File: src/rtl/fifo_arb_pkg.sv
// Shared types and defaults for the FIFO write-port arbiter.
// next_rr is the round-robin scan used by rr_picker.
package fifo_arb_pkg;

    localparam int DEF_N_REQ     = 4;
    localparam int DEF_DATA_W    = 8;
    localparam int DEF_MAX_BURST = 4;
    localparam int RR_MAX_N      = 32;

    typedef enum logic {IDLE, GRANT} arb_state_t;

    // First set bit of valid[0..n-1], scanning upward from (last+1) mod n with wrap.
    function automatic int next_rr(input logic [RR_MAX_N-1:0] valid, input int last, input int n);
        int idx;
        logic found;
        next_rr = 0;
        found   = 1'b0;
        for (int k = 1; k <= RR_MAX_N; k++) begin
            if (k <= n && !found) begin
                idx = (last + k) % n;
                if (valid[idx[4:0]]) begin
                    next_rr = idx;
                    found   = 1'b1;
                end
            end
        end
    endfunction

endpackage

File: src/rtl/fifo_write_arbiter_rr_picker.sv
// Combinational round-robin priority scan: valid vector plus last owner
// gives the next owner index and whether anyone is requesting.
module rr_picker
    import fifo_arb_pkg::*;
#(
    parameter  int N_REQ = DEF_N_REQ,
    localparam int IDX_W = $clog2(N_REQ)
) (
    input  logic [N_REQ-1:0] valid,
    input  logic [IDX_W-1:0] last,
    output logic [IDX_W-1:0] pick,
    output logic             any
);

    logic [RR_MAX_N-1:0] valid_ext;

    always_comb begin
        valid_ext              = '0;
        valid_ext[N_REQ-1:0]   = valid;
        pick                   = IDX_W'(next_rr(valid_ext, int'(last), N_REQ));
        any                    = |valid;
    end

endmodule

File: src/rtl/fifo_write_arbiter.sv
// Shares the FIFO write port between N_REQ producers with round-robin,
// burst-bounded grants; beats pass straight through to the FIFO.
//
//   state | meaning
//   IDLE  | no owner; arbitrate among valid requesters, no beat accepted
//   GRANT | grant_id owns the write port until last/burst limit/stall
module fifo_write_arbiter
    import fifo_arb_pkg::*;
#(
    parameter  int N_REQ     = DEF_N_REQ,
    parameter  int DATA_W    = DEF_DATA_W,
    parameter  int MAX_BURST = DEF_MAX_BURST,
    localparam int IDX_W     = $clog2(N_REQ),
    localparam int CNT_W     = $clog2(MAX_BURST + 1)
) (
    input  logic                    clk,
    input  logic                    rst_n,
    input  logic [N_REQ-1:0]        req_valid,
    input  logic [N_REQ*DATA_W-1:0] req_data,
    input  logic [N_REQ-1:0]        req_last,
    output logic [N_REQ-1:0]        req_ready,
    input  logic                    fifo_full,
    output logic                    fifo_wr_en,
    output logic [DATA_W-1:0]       fifo_wr_data,
    output logic [IDX_W-1:0]        grant_id,
    output logic                    busy
);

    arb_state_t       state, state_nxt;
    logic [IDX_W-1:0] last_grant, last_nxt, grant_nxt, pick_idx;
    logic [CNT_W-1:0] beat_cnt, cnt_nxt;
    logic             pick_any;
    logic             sel_valid, sel_last, beat, release_now;
    logic [DATA_W-1:0] sel_data;

    rr_picker #(.N_REQ(N_REQ)) u_picker (
        .valid (req_valid),
        .last  (last_grant),
        .pick  (pick_idx),
        .any   (pick_any)
    );

    always_ff @(posedge clk or negedge rst_n) begin
        if (!rst_n) begin
            state      <= IDLE;
            last_grant <= IDX_W'(N_REQ - 1);
            grant_id   <= '0;
            beat_cnt   <= '0;
        end else begin
            state      <= state_nxt;
            last_grant <= last_nxt;
            grant_id   <= grant_nxt;
            beat_cnt   <= cnt_nxt;
        end
    end

    always_comb begin
        sel_valid = 1'b0;
        sel_last  = 1'b0;
        sel_data  = '0;
        req_ready = '0;
        busy      = (state == GRANT);
        for (int i = 0; i < N_REQ; i++) begin
            if (grant_id == IDX_W'(i)) begin
                sel_valid    = req_valid[i];
                sel_last     = req_last[i];
                sel_data     = req_data[i*DATA_W +: DATA_W];
                req_ready[i] = busy && !fifo_full;
            end
        end

        // fifo_full gates every transfer, so the FIFO can never be overwritten.
        beat         = busy && sel_valid && !fifo_full;
        fifo_wr_en   = beat;
        fifo_wr_data = beat ? sel_data : '0;
        release_now  = (beat && (sel_last || beat_cnt == CNT_W'(MAX_BURST - 1)))
                     || (busy && !sel_valid && !fifo_full);

        state_nxt = state;
        grant_nxt = grant_id;
        cnt_nxt   = beat_cnt;
        last_nxt  = last_grant;
        case (state)
            IDLE: begin
                if (pick_any) begin
                    state_nxt = GRANT;
                    grant_nxt = pick_idx;
                    cnt_nxt   = '0;
                end
            end
            GRANT: begin
                if (beat)
                    cnt_nxt = beat_cnt + 1'b1;
                if (release_now) begin
                    state_nxt = IDLE;
                    last_nxt  = grant_id;
                end
            end
        endcase
    end

endmodule

File: config.mk
export PLATFORM = sky130hd
export DESIGN_NAME = fifo_write_arbiter
export DESIGN_NICKNAME = d
export VERILOG_FILES = /design/src/rtl/fifo_arb_pkg.sv /design/src/rtl/fifo_write_arbiter_rr_picker.sv /design/src/rtl/fifo_write_arbiter.sv
export SDC_FILE = /design/constraint.sdc
export NUM_CORES = 1
export LEC_CHECK = 0
export CAP_MARGIN = 15
export CELL_PAD_IN_SITES_DETAIL_PLACEMENT = 0
export CELL_PAD_IN_SITES_GLOBAL_PLACEMENT = 1
export CORE_AREA = 2 2 61 63
export CTS_BUF_LIST = sky130_fd_sc_hd__clkbuf_4
export CTS_CLUSTER_SIZE = 28
export DETAILED_ROUTE_END_ITERATION = 8
export DIE_AREA = 0 0 63 65
export GPL_TIMING_DRIVEN = 0
export PLACE_DENSITY_LB_ADDON = 0.1
export SETUP_SLACK_MARGIN = 0.2
export SYNTH_ARGS = -nofsm -noshare
export SYNTH_HDL_FRONTEND = slang
export SYNTH_SLANG_ARGS = --single-unit
File: constraint.sdc
create_clock -name clk -period 2.3 [get_ports clk]
set_clock_uncertainty 0.1 [all_clocks]
set_input_delay 0.69 -clock clk [delete_from_list [all_inputs] [get_ports clk]]
set_output_delay 0.69 -clock clk [all_outputs]
set_load 0.005 [all_outputs]
==> run metrics <==
status complete, but fails checks; failing checks negative setup slack; Final setup viols 9; CP Max Fanout 7; met2 Use GR 0.294; leakage about 0.86 nW; GRT busiest layer met2; routing usage on met3 0.0347; total net switching power between 0.5 and 0.6 mW; Peak VDD IR just over 0.5 mV; endpoints failing hold 0; Final Critical Period between 2 and 3 ns; die width between 60 and 70 um; All-Layer GR Usage 0.170; RSZ-0062 raised after global routing yes; total of flip-flops plus latches after synthesis 8; Starting Density 0.238; synth unique cells 33; Avg Cell Area, Syn 10.5 um^2; synth top area cells mux4_2 22%, dfrtp_1 18%, and3_1 6.8%; first-pass GRT wire length 5440 um; PortBufs 58; normalized max-slew margin 0.636; Final Routed Wirelength 3250 um; HP Class reg2reg; DP HPWL 2180 um; Worst EP arrival approximately 1.7 ns; worst-margin pin slew 0.544 ns; most frequent cells in the layout 30 x dlygate4sd2_1, 19 x buf_6, 13 x buf_4; CTS Root Cell clkbuf_4; Gate power share 0.758; crit end category output port; vias in the first global route 1087; YS warnings 0; Net Sw Frac 0.358; Yosys top cell area share 0.217; cts hold-fix bufs 0; internal cell power between 1 and 1.5 mW; fin nets approximately 210; Die Y around 65 um; antenna diode count 0; via count approximately 1000; most common cell after layout, fill and taps aside dlygate4sd2_1; share of cells above drive strength 1 0.515; Synth area leader mux4_2; met1 usage 0.216; P per Cell Area 912 nW/um^2; antenna violation net count after detailed routing 0; Area growth syn-to-layout 121%; syn nets around 120; Clock Pin Slew Worst Setup and Hold Paths roughly 0.05 ns; DRC viols 0; H-tree levels 1; synthesized instance count slightly below 80; Worst R2R Setup Slack 0.27 ns; CP Class in2out; Seq pwr share 0.168; Fmax achieved 395 MHz; clk sinks 8; wire per inst 15.3 um; post-route cell area roughly 1800 um^2; vias per inst between 4 and 5; drt pass-1 iters 4; Die ar. slightly above 4000 um^2; Ports just under 60; Final Cycle Share 1.10; Crit path required time roughly 1.5 ns; Critical Path Start Type primary input; max_cap viols 0; # fillers 333; row count 22; largest net degree at the start of global routing 11; post-synthesis sequential area ratio 0.244; clock power share 0.074; DRT iter0 DRCs 23; worst setup margin -0.232 ns; Num CTS Buffers 3; initial antenna violation count 0; Cell Area, Placed ~1500 um^2; Core Region approximately 3500 um^2; GP Congestion roughly 0.75; TritonCTS clock tree yes; Slew Limit Fails 0; synthesized area ~830 um^2; worst skew pair latency approximately 0.25 ns; WHS around 0.38 ns; Bufs on Longest Clock Path 2; GR Overflow Total 0
-- cell usage after synthesis --
library cell  n
nand2_1       4
mux2_4        1
inv_1         3
o21ai_0       3
nor2b_1       1
nor3_1        2
or4b_4        1
a21oi_4       1
ha_1          2
nand2b_1      4
dfstp_2       2
nor3_2        1
o21ai_1       3
nor2_1        3
nand3_1       5
and3_1        9
clkbuf_1      2
nand4bb_1     1
a22o_1        2
buf_2         2
buf_6         1
a21oi_2       1
dfrtp_1       6
a21o_1        1
a21oi_1       2
or3b_1        1
nand3b_1      1
o41ai_2       1
mux2i_1       2
mux4_1        1
mux4_2        8
a2111oi_0     1
nor3b_1       1
-- state kept, by name, summed over array words and instances, names as in the netlist --
signal,count
beat_cnt,3
grant_id,2
last_grant,2
busy,1
-- timing repair --
item	4_1_cts	5_1_grt
gates cloned	1	0
pin swaps	12	10
setup endpoints to repair	20	15
setup buffers	21	2
gates resized for setup	162	14
-- worst paths after layout --
| check | to | start | cells after the start |
|---|---|---|---|
| worst min-delay path | beat_cnt[0] | beat_cnt[0] | 1 |
| worst max-delay path | fifo_wr_data[4] | req_valid[0] | 5 |
| max in group asynchronous | last_grant[1] | rst_n | 1 |
| worst max register to register | last_grant[0] | beat_cnt[0] | 6 |
| worst min register to register | beat_cnt[0] | beat_cnt[0] | 1 |
| min in group asynchronous | beat_cnt[1] | rst_n | 1 |
-- stage by stage --
step / utilization / setup WS, ns / power (mW) / TNS [ns] / cells
2_1_floorplan: - / 0.0939 / 0.807 / 0 / 79
3_3_place_gp: 0.423 / -1.00 / 1.16 / -12.85 / 185
3_5_place_dp: 0.423 / -1.02 / 1.16 / -12.98 / 185
4_1_cts: 0.502 / -0.229 / 1.62 / -1.74 / 211
5_1_grt: 0.525 / -0.276 / 1.81 / -2.25 / 213
6_report: 0.525 / -0.232 / 1.67 / -1.74 / 213
-- worst max-delay path, stage by stage --
cell and delay [ns]:
buf_8 0.11, mux4_2 0.51, buf_6 0.15, and3_4 0.17
buf_6 0.11
-- power groups by stage --
stage / combinational [mW] / clock (mW) / sequential [mW]
2_1_floorplan: 0.543 / 0 / 0.264
3_3_place_gp: 0.882 / 0 / 0.275
3_5_place_dp: 0.888 / 0 / 0.276
4_1_cts: 1.21 / 0.131 / 0.279
5_1_grt: 1.37 / 0.146 / 0.293
6_report: 1.27 / 0.125 / 0.281
-- layout make-up --
class	instances	area [um^2]	area share
buffer	5	66.3	0.0361
clock buffer	4	30.0	0.0164
inverter	3	11.3	0.00613
multi-input combinational	64	704	0.384
sequential	8	204	0.111
tap	48	60.1	0.0327
timing repair buffer	81	759	0.414
-- cells by family after synthesis --
group	synth area share
compound gates	0.138
fa+ha+maj	0.0301
buf+inv	0.0481
flops	0.244
mux	0.290
simple gates	0.250
-- layer usage --
layer	up-vias	part of all wire
met3	2	0.073
met1	478	0.46
met5	-	0
met4	0	0.0018
li1	486	-
met2	41	0.47
Power figures use the tool's default switching activity.
